[src/rtl/pong_pkg.sv]
`default_nettype none
// ============================================================================
// Module      : pong_pkg
// Description : Shared playfield constants and the ball state encoding used
//               by the game controller, the renderer and the ball engine.
// Revision    : 1.0 - initial release
// ============================================================================
package pong_pkg;

  // Playfield is 256x256; the ball starts each rally at the centre.
  localparam logic [7:0] FIELD_MAX   = 8'd255;
  localparam logic [7:0] CENTER      = 8'd128;

  // Step period is PERIOD_BASE - speed - boost game_clk cycles.
  localparam logic [5:0] PERIOD_BASE = 6'd32;

  typedef enum logic [1:0] {
    RUN   = 2'd0,
    OUT_L = 2'd1,
    OUT_R = 2'd2
  } ball_state_e;

endpackage : pong_pkg
`default_nettype wire

[src/rtl/ball_engine_step_timer.sv]
`default_nettype none
// ============================================================================
// Module      : step_timer
// Description : Step-rate divider for the ball engine. Counts enabled cycles
//               and pulses tick once every P = 32 - speed - boost cycles.
// Ports       : game_clk  - game clock
//               speed     - move rate, only meaningful while enable is high
//               boost     - per-rally speed boost
//               enable    - count this cycle (ball running, speed > 0)
//               clear     - synchronous counter clear, wins over enable
//               tick      - one-cycle step strobe
// Revision    : 1.0 - initial release
// ============================================================================
module step_timer
  import pong_pkg::*;
(
  input  logic       game_clk,
  input  logic [4:0] speed,
  input  logic [2:0] boost,
  input  logic       enable,
  input  logic       clear,
  output logic       tick
);

  logic [5:0] period;
  logic [5:0] count_q;
  logic [5:0] count_d;

  assign period = PERIOD_BASE - {1'b0, speed} - {3'b000, boost};

  // A shrinking period can leave the count already past the new terminal
  // value; the >= compare fires the step on the next cycle in that case.
  always_comb begin
    count_d = count_q;
    tick    = 1'b0;
    if (clear) begin
      count_d = 6'd0;
    end else if (enable) begin
      if (count_q >= (period - 6'd1)) begin
        tick    = 1'b1;
        count_d = 6'd0;
      end else begin
        count_d = count_q + 6'd1;
      end
    end
  end

  always_ff @(posedge game_clk) begin
    count_q <= count_d;
  end

endmodule : step_timer
`default_nettype wire

[src/rtl/ball_engine.sv]
`default_nettype none
// ============================================================================
// Module      : ball_engine
// Description : Ball motion engine for the pong playfield. Moves the ball one
//               pixel per step in x (and in y every step or every other step,
//               by slope), bounces off walls and paddles, and raises a sticky
//               miss flag when the ball reaches an edge column.
// Ports       : game_clk  - 1 kHz game clock
//               reset     - synchronous active-high rally restart
//               entropy   - direction/slope seed, sampled only during reset
//               speed     - signed move rate, <= 0 freezes the ball
//               lpaddle   - left paddle map, bit i covers rows 16i..16i+15
//               rpaddle   - right paddle map, same encoding
//               x, y      - registered ball position
//               out_left  - ball passed the left paddle (sticky)
//               out_right - ball passed the right paddle (sticky)
// Revision    : 1.0 - initial release
// ============================================================================
module ball_engine
  import pong_pkg::*;
#(
  parameter int PADDLE_L_X = 8,
  parameter int PADDLE_R_X = 247,
  parameter int BOOST_MAX  = 7
) (
  input  logic        game_clk,
  input  logic        reset,
  input  logic [4:0]  entropy,
  input  logic [4:0]  speed,
  input  logic [15:0] lpaddle,
  input  logic [15:0] rpaddle,
  output logic [7:0]  x,
  output logic [7:0]  y,
  output logic        out_left,
  output logic        out_right
);

  localparam logic [7:0] L_FACE    = 8'(PADDLE_L_X);
  localparam logic [7:0] R_FACE    = 8'(PADDLE_R_X);
  localparam logic [2:0] BOOST_CAP = 3'(BOOST_MAX);

  ball_state_e state_q, state_d;
  logic [7:0]  x_q, x_d;
  logic [7:0]  y_q, y_d;
  logic        dx_q, dx_d;        // 1 = moving right (+1)
  logic        dy_q, dy_d;        // 1 = moving down (+1)
  logic        slope_q, slope_d;  // 1 = y moves every step
  logic        yphase_q, yphase_d;
  logic [2:0]  boost_q, boost_d;

  logic        speed_pos;
  logic        timer_en;
  logic        tick;
  logic        l_hit;
  logic        r_hit;
  logic [7:0]  x_free;
  logic [2:0]  boost_inc;
  logic        unused_entropy;

  assign unused_entropy = ^entropy[4:3];

  assign speed_pos = !speed[4] && (speed != 5'd0);
  assign timer_en  = (state_q == RUN) && speed_pos;

  step_timer u_step_timer (
    .game_clk (game_clk),
    .speed    (speed),
    .boost    (boost_q),
    .enable   (timer_en),
    .clear    (reset),
    .tick     (tick)
  );

  // Paddle lookup uses the row band of the pre-step y.
  assign l_hit     = !dx_q && (x_q == L_FACE) && lpaddle[y_q[7:4]];
  assign r_hit     =  dx_q && (x_q == R_FACE) && rpaddle[y_q[7:4]];
  assign x_free    = dx_q ? (x_q + 8'd1) : (x_q - 8'd1);
  assign boost_inc = (boost_q < BOOST_CAP) ? (boost_q + 3'd1) : boost_q;

  always_comb begin
    state_d  = state_q;
    x_d      = x_q;
    y_d      = y_q;
    dx_d     = dx_q;
    dy_d     = dy_q;
    slope_d  = slope_q;
    yphase_d = yphase_q;
    boost_d  = boost_q;

    if (reset) begin
      state_d  = RUN;
      x_d      = CENTER;
      y_d      = CENTER;
      dx_d     = entropy[0];
      dy_d     = entropy[1];
      slope_d  = entropy[2];
      yphase_d = 1'b0;
      boost_d  = 3'd0;
    end else begin
      case (state_q)
        RUN: begin
          if (tick) begin
            yphase_d = ~yphase_q;

            if (l_hit) begin
              dx_d    = 1'b1;
              x_d     = x_q + 8'd1;
              boost_d = boost_inc;
            end else if (r_hit) begin
              dx_d    = 1'b0;
              x_d     = x_q - 8'd1;
              boost_d = boost_inc;
            end else begin
              x_d = x_free;
              if (x_free == 8'd0) begin
                state_d = OUT_L;
              end else if (x_free == FIELD_MAX) begin
                state_d = OUT_R;
              end
            end

            // Shallow slope moves y only on even-phase steps.
            if (slope_q || !yphase_q) begin
              if (!dy_q && (y_q == 8'd0)) begin
                dy_d = 1'b1;
                y_d  = 8'd1;
              end else if (dy_q && (y_q == FIELD_MAX)) begin
                dy_d = 1'b0;
                y_d  = FIELD_MAX - 8'd1;
              end else begin
                y_d = dy_q ? (y_q + 8'd1) : (y_q - 8'd1);
              end
            end
          end
        end
        OUT_L, OUT_R: begin
          // Ball parked at the exit column until the next reset.
        end
        default: begin
          state_d = RUN;
        end
      endcase
    end
  end

  always_ff @(posedge game_clk) begin
    state_q  <= state_d;
    x_q      <= x_d;
    y_q      <= y_d;
    dx_q     <= dx_d;
    dy_q     <= dy_d;
    slope_q  <= slope_d;
    yphase_q <= yphase_d;
    boost_q  <= boost_d;
  end

  assign x         = x_q;
  assign y         = y_q;
  assign out_left  = (state_q == OUT_L);
  assign out_right = (state_q == OUT_R);

endmodule : ball_engine
`default_nettype wire
[config.mk]
export PLATFORM = sky130hd
export DESIGN_NAME = ball_engine
export DESIGN_NICKNAME = d
export VERILOG_FILES = /design/src/rtl/pong_pkg.sv /design/src/rtl/ball_engine_step_timer.sv /design/src/rtl/ball_engine.sv
export SDC_FILE = /design/constraint.sdc
export NUM_CORES = 1
export LEC_CHECK = 0
export CAP_MARGIN = 10
export CORE_MARGIN = 1
export CORE_UTILIZATION = 25
export DETAILED_ROUTE_END_ITERATION = 8
export PLACE_DENSITY = 0.46
export SETUP_SLACK_MARGIN = 0.4
export SYNTH_ARGS = -nofsm -noshare
export SYNTH_HDL_FRONTEND = slang
export SYNTH_SLANG_ARGS = --single-unit
[constraint.sdc]
create_clock -name game_clk -period 3.35 [get_ports game_clk]
set_input_delay 0.67 -clock game_clk [delete_from_list [all_inputs] [get_ports game_clk]]
set_output_delay 0.67 -clock game_clk [all_outputs]
set_load 0.02 [all_outputs]
# Yosys cells after proc, flatten, opt, wreduce, memory -nomap -nowiden
# Cells that the tools add are included.
# W data, S select, Z words.
op_classes:
  n_addsub: 9
  n_mul: 0
  div_mod_pow: 0
  n_lt_le_gt_ge: 3
  eq_ne: 10
  shift: 0
  muxes: 34
  bitwise: 2
  n_reduce_logical: 30
op_table:
  columns: ["operator", "n"]
  rows:
  - ["$mux W8", 6]
  - ["$eq A8 B8 Y1 const B", 3]
  - ["$add A8 B1 Y8 const B", 2]
  - ["$logic_not A8 Y1", 2]
  - ["$mux W1", 16]
  - ["$sub A8 B1 Y8 const B", 2]
  - ["$mux W2", 5]
  - ["$mux W3", 3]
  - ["$reduce_and A3 Y1", 3]
  - ["$bmux W1 S4", 2]
  - ["$eq A8 B4 Y1 const B", 1]
  - ["$logic_and A1 B1 Y1", 8]
  - ["$reduce_bool A2 Y1", 4]
  - ["$add A6 B1 Y6 const B", 1]
  - ["$ge A6 B6 Y1", 1]
  - ["$mux W6", 1]
  - ["$ne A2 B2 Y1 const B", 3]
  - ["$reduce_bool A3 Y1", 2]
  - ["$sub A6 B1 Y6 const B", 1]
  - ["$sub A6 B3 Y6", 1]
  - ["$sub A6 B5 Y6 const A", 1]
  - ["$lt A4 B5 Y1 const B", 1]
  - ["$reduce_and A5 Y1", 1]
  - ["$reduce_bool A5 Y1", 1]
  - ["13 further kinds", 17]
word_totals:
  register_bits: 31
  latch_bits: 0
  ram_bits: 0
  rom_bits: 0
  inputBits: 44
  elab_cells: 97
  n_memories: 0

# Longest topological paths before layout
# Gate-level depths: netlist of run 1.
depth:
  ltp_word: 10
  ltp_mapped: 17
  depth_no_buf: 15

# By module
# A second synthesis of run 1 with hierarchy kept.
hier_totals:
  cells_unflattened: 318
  area_unflattened_um2: 2801.4
modules_own_cells:
  columns: ["mod", "instances", "cells_each", "area_each_um2"]
  rows:
  - ["ball_engine", 1, 250, 2174.6]
  - ["step_timer", 1, 68, 626.9]

# Worst setup path before layout of run 1
# No wires, ideal clock.
synth_path:
  path_kind: "input port to flip-flop"
  from: "input port speed[1]"
  to: "register dx_q, enable pin"
  setup_time_ns: 0.241
  arrival_time_ns: 3.084
  t_required_ns: 3.109
  path_slack_ns: 0.025
  stages: 16
  path_cell_list: "inv_1 -> ha_1 -> ha_1 -> inv_1 -> fa_1 -> inv_1 -> a21o_1 -> a21oi_1 -> xor2_1 -> ha_1 -> o21a_1 -> buf_2 -> and2_1 -> buf_2 -> buf_4 -> a21o_1"
synth_between:
  elab_chain_len: 9
synth_lines:
  columns: ["element", "line_no", "source"]
  rows:
  - ["start: declaration", "ball_engine.sv:29", "input logic [4:0] speed,"]
  - ["$sub A6 B5 Y6", "ball_engine_step_timer.sv:29", "assign period = PERIOD_BASE - {1'b0, speed} - {3'b000, boost};"]
  - ["$sub A6 B3 Y6", "ball_engine_step_timer.sv:29", null]
  - ["$sub A6 B1 Y6", "ball_engine_step_timer.sv:39", "if (count_q >= (period - 6'd1)) begin"]
  - ["$ge A6 B6 Y1", "ball_engine_step_timer.sv:39", null]
  - ["$mux W1", "ball_engine_step_timer.sv:39", null]
  - ["$mux W1 *", "ball_engine_step_timer.sv:38", "end else if (enable) begin"]
  - ["$mux W1 *", "ball_engine_step_timer.sv:36", "if (clear) begin"]
  - ["$reduce_bool A2 Y1 (no source line) *", null, null]
  - ["$reduce_and A3 Y1 (no source line) *", null, null]
  - ["end signal: assignment", "ball_engine.sv:150", "dx_q <= dx_d;"]
  - ["end: declaration", "ball_engine.sv:45", "logic dx_q, dx_d;"]
# Every way passes the cells marked *; elsewhere a longest branch is shown, timed or not.
# A chain may end at the register's enable or synchronous reset.

# Worst setup path in the final report of run 1
layout_path:
  from: "input port speed[1]"
  to: "register y_q[6] (netlist: y[6])"
layout_between:
  elab_chain_len: 8
layout_lines:
  columns: ["element", "line_no", "source"]
  rows:
  - ["$sub A6 B5 Y6", "ball_engine_step_timer.sv:29", null]
  - ["$sub A6 B3 Y6", "ball_engine_step_timer.sv:29", null]
  - ["$sub A6 B1 Y6", "ball_engine_step_timer.sv:39", null]
  - ["$ge A6 B6 Y1", "ball_engine_step_timer.sv:39", null]
  - ["$mux W1", "ball_engine_step_timer.sv:39", null]
  - ["$mux W1 *", "ball_engine_step_timer.sv:38", null]
  - ["$mux W1 *", "ball_engine_step_timer.sv:36", null]
  - ["$reduce_and A3 Y1 (no source line) *", null, null]
  - ["end signal: assignment", "ball_engine.sv:149", "y_q <= y_d;"]
  - ["end: declaration", "ball_engine.sv:44", "logic [7:0] y_q, y_d;"]
# Marks and branches as above.

==> qor.csv, run 1 <==
metric,value,unit
status,"finished, final reports clean",
yosysUniqueCellTypes,55,
port_buffers,59,
ff2ff_path_depth,15,
r2r_start,boost_q[1]$_SDFFE_PP0P_,
cts_tree,built,
synth.mux.area_fraction,11.8,%
cp.required,3.55,ns
yosysSeqAreaShare,24.1,%
hp-class,reg2reg,
yosys_most_used_dff,dfxtp_1,
synth_fa_ha_area_share,13.5,%
synthArstFlopShare,0,%
cp_max_fo,5,
synth-compound-area-share,15.2,%
startpoint_type,input pin,
r2r_end,y[6]$_SDFFE_PP0P_,
yosys.area_share.simple,21.1,%
hpwl,5.46,mm
insertion_delay,0.28,ns
die_w,106,um
numCtsBuffers,5,
report.final.slew_viol_count,0,
core-area,0.0104,mm^2
cts.clk_slew.worst_paths,0.07,ns
cellPowerDensity,264,mW/mm^2
syn-cell-area,0.00270,mm^2
htree_num_levels,2,
synth_edf_count,3,
ys_ff_latch,31,
min_from,boost_q[1]$_SDFFE_PP0P_,
r2r_slack,0.45,ns
setup_viol,0,
wl,7.22,mm
antenna_found_initial,0,
gp_congestion,0.785,
synth_top_family_by_area,simple AND/OR/NAND/NOR gates,
crit_arrival,3.16,ns
tns,0,ns
grt_first_pass_wirelength,12.0,mm
yosysWarnings,0,
drive_gt1_share,21.8,%
cts_max_path_buffers,2,
hold_depth,2,
wl_per_cell,14.2,um
yosys-top-cells-area,"dfxtp_1 (21%), ha_1 (12%), mux4_2 (7.5%)",
dieArea,0.0112,mm^2
dp_slack,-0.465,ns
gr-total-overflow,0,
worstSetupPathType,in2reg,
grt_setup_unrepaired,yes,
syn2layout_area_growth,39.8,%
fin_ws,0.392,ns
grt_pass1_vias,2506,
drtIter0Drc,96,
post-route-util,36.3,%
drtAntennaViolNets,0,
final_hold_viol_count,0,
period_needed,2.96,ns
timing.fmax,338,MHz
die_height,106,um
drc,0,
num_rows,37,
vias,2468,
maxCapViolations,0,
cts.sinks,31,
nets,443,
synthXorXnorAreaFrac,7.78,%
initial_utilization,25.9,%
leakage,1.49,nW
dr.pass1.iters,4,
holdBufCountCts,0,
fin_crit_sh,88.3,%
grt_use_total,13.3,%
synth.net_count,376,
syn-instance-count,304,
fin_worst_skew,0.00919,ns
synth_top_area_share,20.8,%
slew_headroom,48.2,%
fin_hold_ws,0.501,ns
critPathCaptureType,register,
n_antenna_cell,0,
synth_area_per_cell,8.89,um^2
ir_drop,0.000111,V
io_pins,62,
root_buffer,clkbuf_8,
yosysTopAreaCell,dfxtp_1,
worstMarginPinSlew,0.771,ns
post_drt_via_cell_ratio,4.86,
whs_endpoint,boost_q[1]$_SDFFE_PP0P_,
grt_max_degree,39,
fillCellCount,1063,
## synthesized netlist by cell type (all sizes together), types with 7 or more instances
library cell   n
mux4           9
xor2          14
nand2b         8
mux2i          7
dfxtp         28
nand3         12
nand4          8
buf           11
ha            26
a21o           7
nor2          25
xnor2         10
nand2         17
nor3           8
inv           22
o21ai          9
a21oi         14
## cells in the final DEF, fill, tap and decap left out, types with 5 or more instances in the layout
master           count
mux2i_1              7
nor3_1               6
clkdlybuf4s50_1     55
mux4_2               9
dfxtp_1             27
buf_4                8
xnor2_1              7
nand2_1             15
nor2_1              23
or3_1                5
ha_1                21
inv_1               16
nand3_1             11
buf_6                8
xor2_1              14
inv_2                5
a21o_1               7
nand4_1              8
a21oi_1             10
nand2b_1             8
clkbuf_8             6
o21ai_0              6
## worst max path at each step
| stage | from | end | slack, ns | cells after the start |
|---|---|---|---|---|
| 2_1_floorplan | speed[1] | dx_q$_DFFE_PP_ | 0.16 | 16 |
| 3_3_place_gp | speed[1] | y[5]$_SDFFE_PP0P_ | -0.42 | 16 |
| 3_5_place_dp | speed[1] | y[6]$_SDFFE_PP0P_ | -0.47 | 16 |
| 4_1_cts | speed[1] | y[6]$_SDFFE_PP0P_ | 0.32 | 16 |
| 5_1_grt | boost_q[1]$_SDFFE_PP0P_ | state_q[1]$_SDFFE_PP0P_ | 0.26 | 14 |
| 6_report | speed[1] | y[6]$_SDFFE_PP0P_ | 0.39 | 16 |
## area by class of cell
class                   count  area [um^2]  share of cell area [%]
clock buffers               6         82.6                    2.19
clock inverters             2         11.3                   0.298
inverters                  22         90.1                    2.39
multi-input cells         236         2030                    53.8
flip-flops and latches     31          652                    17.3
well taps                 136          170                    4.51
repair buffers             75          738                    19.5
## metal layers
layer,vias to the layer above,track usage [%],wire length (um)
met2,58,22.2,3260
met5,-,0,0
met4,0,4.17,60
met3,4,2.08,317
met1,1165,17.6,3580
li1,1241,-,-
## worst max-delay path, cell delays in order
cell	delay (ns)
buf_8	0.09
inv_8	0.03
ha_4	0.25
ha_4	0.12
inv_2	0.03
fa_2	0.35
inv_2	0.06
a21o_1	0.11
a21oi_2	0.06
xor2_1	0.16
ha_1	0.27
o21a_1	0.22
and3_4	0.19
buf_6	0.12
or3_1	0.36
o31ai_1	0.07
## state kept, by name (all words and copies together), names as in the netlist
signal,flops
slope_q,1
dx_q,1
boost_q,3
x,8
u_step_timer.count_q,6
state_q,2
y,8
dy_q,1
yphase_q,1
## cell families (layout without fill, tap and decap cells)
family	Yosys count	count (layout)
flip-flops	31	31
AO/OA/AOI/OAI	58	58
adder cells (fa/ha/maj)	28	28
multiplexers	20	20
AND/OR/NAND/NOR	106	106
buffers and inverters	37	105
XOR/XNOR	24	24
## per-stage QoR
step	power, mW	instances	instance area [um^2]
detailed placement	0.667	496	3520
global route	1.06	508	3780
CTS	0.999	508	3710
floorplan	0.570	304	2790
global placement	0.666	496	3520
finish	0.996	508	3780
## where the power goes
group / total (mW) / switching [mW] / internal, mW
sequential: 0.403 / 0.0187 / 0.385
combinational: 0.274 / 0.122 / 0.152
clock: 0.319 / 0.155 / 0.164
total: 0.996 / 0.296 / 0.700
## what timing repair did
action                                  CTS  global route
endpoints found under the setup margin   30            30
resized for setup                        28            20
pin swaps                                12            16
setup buffers                             4             0
(Power assumes the default switching activity.)
==> run 2, diff against run 1 <==
--- a/config.mk
+++ b/config.mk
@@ -5,11 +5,12 @@
 export SDC_FILE = /design/constraint.sdc
 export NUM_CORES = 1
 export LEC_CHECK = 0
+export ABC_AREA = 1
 export CAP_MARGIN = 10
 export CORE_MARGIN = 1
 export CORE_UTILIZATION = 25
 export DETAILED_ROUTE_END_ITERATION = 8
-export PLACE_DENSITY = 0.46
+export PLACE_DENSITY = 0.45
 export SETUP_SLACK_MARGIN = 0.4
 export SYNTH_ARGS = -nofsm -noshare
 export SYNTH_HDL_FRONTEND = slang
==> run 2 against run 1 <==
Against the previous run:
- global-route usage up 1.8 points
- cell count rose by 42%
- via count rose by 38%
- synthesized area rose by 13%
- critical path depth rose by 4
- utilization fell by 0.11 points
- flip-flop and latch count stayed put
- largest cell class unchanged
- largest power group is now the clock network
- highest routed layer unchanged
==> qor.csv, run 2 <==
metric,value,unit,change
max_stage_delay,0.39,ns,+0.03 ns
startpoint_type,input pin,,
cts.sinks,31,,unchanged
yosysSeqAreaShare,21.3,%,-2.8 points
setup_viol,0,,unchanged
die_w,113,um,+6.2%
wl,9.19,mm,+27%
worstMarginPinSlew,0.742,ns,-0.0290 ns
gr-total-overflow,0,,unchanged
dpl_cell_area,0.00394,mm^2,+12%
r2r_end,y[1]$_SDFFE_PP0P_,,
numCtsBuffers,5,,unchanged
hold_depth,2,,unchanged
fin_crit_sh,94.4,%,+6.1 points
synth_edf_count,3,,unchanged
grt_use_total,15.1,%,+1.8 points
r2r_slack,0.24,ns,-0.21 ns
grt_first_pass_wirelength,15.5,mm,+29%
cts.clk_slew.worst_paths,0.05,ns,-0.02 ns
yosys-top-cells-area,"dfxtp_1 (18%), nand2_1 (17%), ha_1 (11%)",,
hpwl,7.00,mm,+28%
dp_slack,-0.524,ns,-0.0587 ns
fin_ws,0.187,ns,-0.205 ns
maxCapViolations,0,,unchanged
synth_top_area_share,18.3,%,-2.4 points
yosysUniqueCellTypes,35,,-36%
synthMostInstantiatedCell,nand2_1,,
synthArstFlopShare,0,%,unchanged
syn-cell-area,0.00306,mm^2,+13%
insertion_delay,0.28,ns,about the same
synth_area_per_cell,6.09,um^2,-32%
grt_pass1_vias,3333,,+33%
final_hold_viol_count,0,,unchanged
synth_common_cells,"nand2_1 (140), nor2_1 (65), inv_1 (54)",,
cts_tree,built,,
ir_drop,0.000186,V,+68%
antenna_found_initial,0,,unchanged
fin_area,0.00432,mm^2,+14%
cts_max_path_buffers,2,,unchanged
report.final.slew_viol_count,0,,unchanged
startpoint,speed[1],,
dp_cells,706,,+42%
r2r_start,boost_q[1]$_SDFFE_PP0P_,,
yosys_most_used_dff,dfxtp_1,,
gp_congestion,0.862,,+9.7%
port_buffers,59,,unchanged
htree_num_levels,2,,unchanged
critPathCaptureType,register,,
ff2ff_path_depth,19,,+4
io_pins,62,,unchanged
path_cells,"buf_8, inv_8, ha_4, ha_4, inv_2, fa_2, o21ai_2, a21oi_2, xor2_1, ha_1, a21oi_2, o21a_1, nand3_2, nand2_2, clkinv_4, nand2_8, nor2_8, buf_12, o21ai_4, inv_2",,
dieArea,0.0127,mm^2,+13%
syn-instance-count,502,,+65%
leakage,2.01,nW,+35%
n_antenna_cell,0,,unchanged
cp.required,3.52,ns,-0.03 ns
final_cell_mix,"nand2_1 (131), nor2_1 (65), clkdlybuf4s50_1 (56)",,
crit_slowest_cell,fa_2,,
crit_arrival,3.34,ns,+0.18 ns
period_needed,3.16,ns,+0.205 ns
syn2layout_area_growth,41.5,%,
core-area,0.0120,mm^2,+15%
cp_top_family,adder cells,,
synth.net_count,574,,+53%
post_drt_via_cell_ratio,4.70,,-3.2%
layoutNonFillerInstCount,723,,+42%
drtIter0Drc,197,,+110%
wl_per_cell,12.7,um,-11%
cp_max_fo,5,,unchanged
root_buffer,clkbuf_16,,
fin_hold_ws,0.482,ns,-0.0189 ns
yosysTopAreaCell,dfxtp_1,,
post-route-util,36.1,%,-0.11 points
drive_gt1_share,17.9,%,-3.9 points
final_common_cell,nand2_1,,
crit_buf_inv,6,,+1
initial_utilization,25.5,%,-0.39 points
cellPowerDensity,280,mW/mm^2,+6.3%
drc,0,,unchanged
die_height,113,um,+6.2%
worstSetupPathType,in2reg,,
drtAntennaViolNets,0,,unchanged
vias,3399,,+38%
dr.pass1.iters,4,,unchanged
grt_setup_unrepaired,yes,,
status,"finished, final reports clean",,
timing.fmax,316,MHz,-6.5%
nets,647,,+46%
num_rows,40,,+8.1%
fin_worst_skew,0.00314,ns,-0.00605 ns
slew_headroom,50.4,%,+2.3 points
yosysWarnings,0,,unchanged
grt_max_degree,20,,-49%
ys_ff_latch,31,,unchanged
hp-class,reg2reg,,
whs_endpoint,yphase_q$_SDFFE_PP0P_,,
min_from,yphase_q$_SDFFE_PP0P_,,
run 2: worst register-to-register path, stage by stage, from the launching register on:
cell and delay (ns):
dfxtp_2 0.36, inv_1 0.08, ha_4 0.27, ha_4 0.13, inv_2 0.04, fa_2 0.39, o21ai_2 0.14, a21oi_2 0.07
xor2_1 0.14, ha_1 0.33, a21oi_2 0.14, o21a_1 0.14, nand3_2 0.06, nand2_2 0.10, clkinv_4 0.11, nand2_8 0.13
nor2_8 0.06, buf_12 0.16, o21ai_4 0.13, inv_2 0.04
run 2: timing repair:
item	CTS	global route
hold buffers	0	0
resized for setup	28	23
pin swaps	16	14
hold endpoints to repair	0	0
setup endpoints to repair	30	30
buffers inserted	5	4
run 2: worst max path at each step:
| stage | end | slack, ns | cells past startpoint |
|---|---|---|---|
| final | y[1]$_SDFFE_PP0P_ | 0.19 | 20 |
| after global routing | y[1]$_SDFFE_PP0P_ | 0.04 | 20 |
| after CTS | y[2]$_SDFFE_PP0P_ | 0.25 | 20 |
| after detailed placement | x[2]$_SDFFE_PP0P_ | -0.52 | 18 |
| after global placement | y[7]$_SDFFE_PP1P_ | -0.51 | 19 |
| after floorplan | x[2]$_SDFFE_PP0P_ | 0.25 | 18 |
run 2: logic make-up (layout without fill, tap and decap cells):
logic type	Yosys count	count (layout)	share of synthesized area, %
buffers and inverters	85	159	11.9
AND/OR/NAND/NOR	279	279	40.1
flip-flops	31	31	21.3
adder cells (fa/ha/maj)	28	28	12.0
XOR/XNOR	8	8	2.29
AO/OA/AOI/OAI	71	71	12.5
run 2: through the flow:
stage | total power [mW] | TNS (ns)
finish | 1.21 | 0
global route | 1.29 | 0
CTS | 1.21 | 0
detailed placement | 0.751 | -13.92
global placement | 0.748 | -13.68
floorplan | 0.630 | 0
run 2: cell type report:
cell class	instances	area, um^2
clock buffer	6	129
timing repair buffer	79	786
tap	147	184
sequential	31	652
fill	1302	7640
clock inverter	2	12.5
multi-input combinational	386	2260
inverter	72	298
run 2: routing by layer:
metal | global-route usage [%] | up-vias | routed length (um)
li1 | - | 1783 | -
met1 | 19.9 | 1539 | 4580
met2 | 25.5 | 66 | 4180
met3 | 2.59 | 11 | 347
met4 | 3.82 | 0 | 96
met5 | 0 | - | 0
run 2: power breakdown:
group	switching (mW)	internal, mW	total (mW)
combinational	0.192	0.162	0.354
clock	0.170	0.274	0.444
sequential	0.0264	0.388	0.414
total	0.388	0.824	1.21
==> variant 1: new RTL, config.mk and constraints of run 2 <==
The 3 states of `ball_state_e` get a one-hot encoding in 3 bits.
--- a/src/rtl/pong_pkg.sv
+++ b/src/rtl/pong_pkg.sv
@@ -14,10 +14,10 @@
   // Step period is PERIOD_BASE - speed - boost game_clk cycles.
   localparam logic [5:0] PERIOD_BASE = 6'd32;
 
-  typedef enum logic [1:0] {
-    RUN   = 2'd0,
-    OUT_L = 2'd1,
-    OUT_R = 2'd2
+  typedef enum logic [2:0] {
+    RUN   = 3'b001,
+    OUT_L = 3'b010,
+    OUT_R = 3'b100
   } ball_state_e;
 
 endpackage : pong_pkg
Formal check against the unedited RTL: no difference found for any inputs over 10 cycles, from zero or initial values and one cycle with reset high; not proved beyond that.
==> variant 1 against run 2 <==
- global-route usage decreased by 1.3 points
- sequential cell count increased by 1
- final area decreased by 3.1%
- wire length decreased by 6.8%
- non-clock buffer count decreased by 5
- die area increased by 1.1%
- power increased by 4.3%
- worst setup slack improved by 200 ps
- synthesized area increased by 1.1%
- critical path type unchanged
- clock skew increased by 3.2 ps
==> variant 1: results (changes against run 2) <==
<table>
<tr><th>Metric</th><th>Value</th></tr>
<tr><th colspan="2">Critical path</th></tr>
<tr><td>Crit path max fanout</td><td>8 (was 5)</td></tr>
<tr><td>Worst EP arrival</td><td>3120 ps (was 3340 ps)</td></tr>
<tr><td>Critical register-to-register path endpoint</td><td>y[0] (was y[1])</td></tr>
<tr><td>Flop-to-flop setup slack</td><td>450 ps (was 240 ps)</td></tr>
<tr><td>RR Startpoint</td><td>boost_q[2] (was boost_q[1])</td></tr>
<tr><td>Critical path's largest stage delay</td><td>350 ps (was 390 ps)</td></tr>
<tr><th colspan="2">Drt</th></tr>
<tr><td>Post-detailed-route via-to-cell ratio</td><td>4.58 (was 4.70)</td></tr>
<tr><td>Wire length on met2</td><td>3.99 mm (was 4.18 mm)</td></tr>
<tr><td>Drt initial violations</td><td>118 (was 197)</td></tr>
<tr><th colspan="2">Place</th></tr>
<tr><td>Cell area reported after detailed placement</td><td>3930 um2 (was 3940 um2)</td></tr>
<tr><td>Placed Cells incl. Taps</td><td>703 (was 706)</td></tr>
<tr><td>Placed wire-length estimate after detailed placement</td><td>6.76 mm (was 7.00 mm)</td></tr>
<tr><th colspan="2">Final layout</th></tr>
<tr><td>Seq/total area</td><td>0.161 (was 0.151)</td></tr>
<tr><td>Filler-free cell count of the finished design</td><td>713 (was 723)</td></tr>
<tr><td>Plain + repair buffers</td><td>74 (was 79)</td></tr>
<tr><td>Net total in the final layout</td><td>634 (was 647)</td></tr>
<tr><td>Multi-input combinational gate total</td><td>379 (was 386)</td></tr>
<tr><td>Non-clock inverter count in the final layout</td><td>73 (was 72)</td></tr>
<tr><th colspan="2">Synth</th></tr>
<tr><td>Parity-gate share of the synthesized area counting xor and xnor cells</td><td>0.0312 (was 0.0229)</td></tr>
<tr><td>Fraction of the mapped netlist area in compound gates</td><td>0.131 (was 0.125)</td></tr>
<tr><td>Mapped Avg Cell Area</td><td>6.23 um2 (was 6.09 um2)</td></tr>
<tr><th colspan="2">Global route</th></tr>
<tr><td>Pin count of the biggest net entering global routing</td><td>38 (was 20)</td></tr>
<tr><td>Total GRT Usage</td><td>0.138 (was 0.151)</td></tr>
<tr><th colspan="2">STA</th></tr>
<tr><td>Post-Route Skew</td><td>6.36 ps (was 3.14 ps)</td></tr>
<tr><th colspan="2">CTS</th></tr>
<tr><td>Post_cts resized</td><td>24 (was 28)</td></tr>
<tr><td>Number of buffers inserted by post-CTS setup repair</td><td>0 (was 5)</td></tr>
<tr><th colspan="2">Pwr</th></tr>
<tr><td>Switch Pwr</td><td>352 uW (was 388 uW)</td></tr>
<tr><th colspan="2">Outcome</th></tr>
<tr><td>Run status</td><td>finished clean (unchanged)</td></tr>
<tr><th colspan="2">Min path</th></tr>
<tr><td>Startpoint of the most critical hold path</td><td>boost_q[1] (was yphase_q)</td></tr>
</table>
-- variant 1: cell types whose count changed in the layout (fill, tap and decap cells not counted), sizes merged, moves of 3 or more --
cell	change
nor2	-30
o21ai	-16
nand2	+13
nor4	-3
a21oi	+14
buf	-4
o211ai	+8
nand3	+7
xor2	+5
ha	-3
-- variant 1: worst max path at each step --
stage | end | cells after the start
after floorplan | y[1] | 17
after global placement | y[1] | 18
after detailed placement | y[1] | 18
after CTS | y[1] | 18
after global routing | y[5] | 19
final | y[0] | 18
-- variant 1: through the flow --
step	hold WS, ps	setup TNS [ps]	util
after global routing	524	0	0.349
after global placement	467	-9980	0.328
after floorplan	445	0	-
final	495	0	0.349
after detailed placement	492	-11060	0.328
after CTS	505	0	0.345
-- variant 1: layer usage --
layer,up-vias,global-route usage
met5,-,0
met4,0,0.0298
met3,2,0.0236
met2,56,0.243
met1,1450,0.175
li1,1759,-
==> variant 2: new RTL, config.mk and constraints of run 2 <==
Made on the original files. Change the parameter `PADDLE_R_X` from 247 to 123.
--- a/src/rtl/ball_engine.sv
+++ b/src/rtl/ball_engine.sv
@@ -20,7 +20,7 @@
   import pong_pkg::*;
 #(
   parameter int PADDLE_L_X = 8,
-  parameter int PADDLE_R_X = 247,
+  parameter int PADDLE_R_X = 123,
   parameter int BOOST_MAX  = 7
 ) (
   input  logic        game_clk,
Formal check against the unedited RTL: no difference found for any inputs over 10 cycles, from zero or initial values and one cycle with reset high; that may be too few to reach the edited logic, so the function may still have changed.
==> variant 2 against run 2 <==
- die area is 0.20% higher
- combinational power shrank 5%
- maximum frequency increased by 4.1%
- synthesized area grew 0.20%
- clock skew increased by 3.4 ps
- sequential share of layout area up 0.55 points
- final area decreased by 3.3%
- sequential cell count is the same
- clock power up 3%
- worst setup slack improved by 130 ps
- wire length fell by 7.6%
- core utilization shrank 1.2 points
- power down 0.54%
==> variant 2: results (changes against run 2) <==
<table>
<tr><th>Metric</th><th>Value</th></tr>
<tr><th colspan="2">Final layout</th></tr>
<tr><td>Fillers</td><td>1308 (was 1302)</td></tr>
<tr><td>Net total in the final layout</td><td>642 (was 647)</td></tr>
<tr><td>Area of the multi-input gates</td><td>2120 um2 (was 2260 um2)</td></tr>
<tr><th colspan="2">Drt</th></tr>
<tr><td>Post-detailed-route via-to-cell ratio</td><td>4.54 (was 4.70)</td></tr>
<tr><td>Drt initial violations</td><td>184 (was 197)</td></tr>
<tr><td>Aggregate routed wire length</td><td>8.50 mm (was 9.19 mm)</td></tr>
<tr><th colspan="2">Outcome</th></tr>
<tr><td>Run status</td><td>finished clean (unchanged)</td></tr>
<tr><th colspan="2">Synth</th></tr>
<tr><td>Gate count after technology mapping</td><td>494 (was 502)</td></tr>
<tr><td>Most frequent cells after synthesis</td><td>sky130_fd_sc_hd__nand2_1 (128), sky130_fd_sc_hd__nor2_1 (67), sky130_fd_sc_hd__inv_1 (61) (was sky130_fd_sc_hd__nand2_1 (140), sky130_fd_sc_hd__nor2_1 (65), sky130_fd_sc_hd__inv_1 (54))</td></tr>
<tr><td>Fraction of the mapped netlist area in compound gates</td><td>0.127 (was 0.125)</td></tr>
<tr><td>Top post-synthesis cells by area</td><td>sky130_fd_sc_hd__dfxtp_1 (18%), sky130_fd_sc_hd__nand2_1 (16%), sky130_fd_sc_hd__ha_1 (11%), sky130_fd_sc_hd__nor2_1 (8.2%), sky130_fd_sc_hd__inv_1 (7.5%) (was sky130_fd_sc_hd__dfxtp_1 (18%), sky130_fd_sc_hd__nand2_1 (17%), sky130_fd_sc_hd__ha_1 (11%), sky130_fd_sc_hd__nor2_1 (8.0%), sky130_fd_sc_hd__inv_1 (6.6%))</td></tr>
<tr><td>Count of distinct cell types in the synthesized netlist</td><td>41 (was 35)</td></tr>
<tr><th colspan="2">Global route</th></tr>
<tr><td>Global-route wire length before repair</td><td>14.5 mm (was 15.5 mm)</td></tr>
<tr><td>Total GRT Usage</td><td>0.141 (was 0.151)</td></tr>
<tr><th colspan="2">Place</th></tr>
<tr><td>Pre-CTS worst setup slack</td><td>-534 ps (was -524 ps)</td></tr>
<tr><td>Cell area reported after detailed placement</td><td>3920 um2 (was 3940 um2)</td></tr>
<tr><td>Routability-driven placement congestion ratio</td><td>0.785 (was 0.862)</td></tr>
<tr><th colspan="2">Pwr</th></tr>
<tr><td>Leakage power</td><td>2.03 nW (was 2.01 nW)</td></tr>
<tr><td>Logic gate share of total power</td><td>0.278 (was 0.292)</td></tr>
<tr><td>Sequential logic power</td><td>413 uW (was 414 uW)</td></tr>
<tr><td>Worst vdd rail ir drop</td><td>0.174 mV (was 0.186 mV)</td></tr>
<tr><td>Total internal power</td><td>818 uW (was 824 uW)</td></tr>
<tr><th colspan="2">Critical path</th></tr>
<tr><td>Flop-to-flop setup slack</td><td>390 ps (was 240 ps)</td></tr>
<tr><th colspan="2">STA</th></tr>
<tr><td>Final worst hold slack</td><td>462 ps (was 482 ps)</td></tr>
<tr><th colspan="2">CTS</th></tr>
<tr><td>Post_cts resized</td><td>35 (was 28)</td></tr>
</table>
variant 2: worst reg2reg max path: cells and delay by family (launching register included):
kind / cells / cell delay (ps)
DFF: 1 / 350
and+or+nand+nor: 3 / 330
xor gates and xnor gates: 1 / 140
buffers and inverters: 5 / 430
adders and majority gates: 4 / 1020
AOI/OAI and AO/OA: 5 / 560
variant 2: cell type report:
class                      instances  share of cell area
multi-input combinational        377               0.508
timing repair buffer              81               0.186
sequential                        31               0.156
inverter                          74              0.0710
tap                              147              0.0440
clock buffer                       5              0.0299
clock inverter                     3             0.00479
variant 2: worst paths after layout:
check	startpoint	to	depth (start not counted)
hold / removal	yphase_q	yphase_q	1
setup reg to reg	boost_q[1]	x[7]	18
hold reg to reg	yphase_q	yphase_q	1
setup / recovery	speed[1]	x[7]	19
variant 2: routing by layer:
layer	routed length (um)	global-route usage	up-vias
met1	4180	0.189	1440
met4	75	0.0293	0
li1	-	-	1752
met2	3850	0.234	62
met5	0	0	-
met3	398	0.0302	6
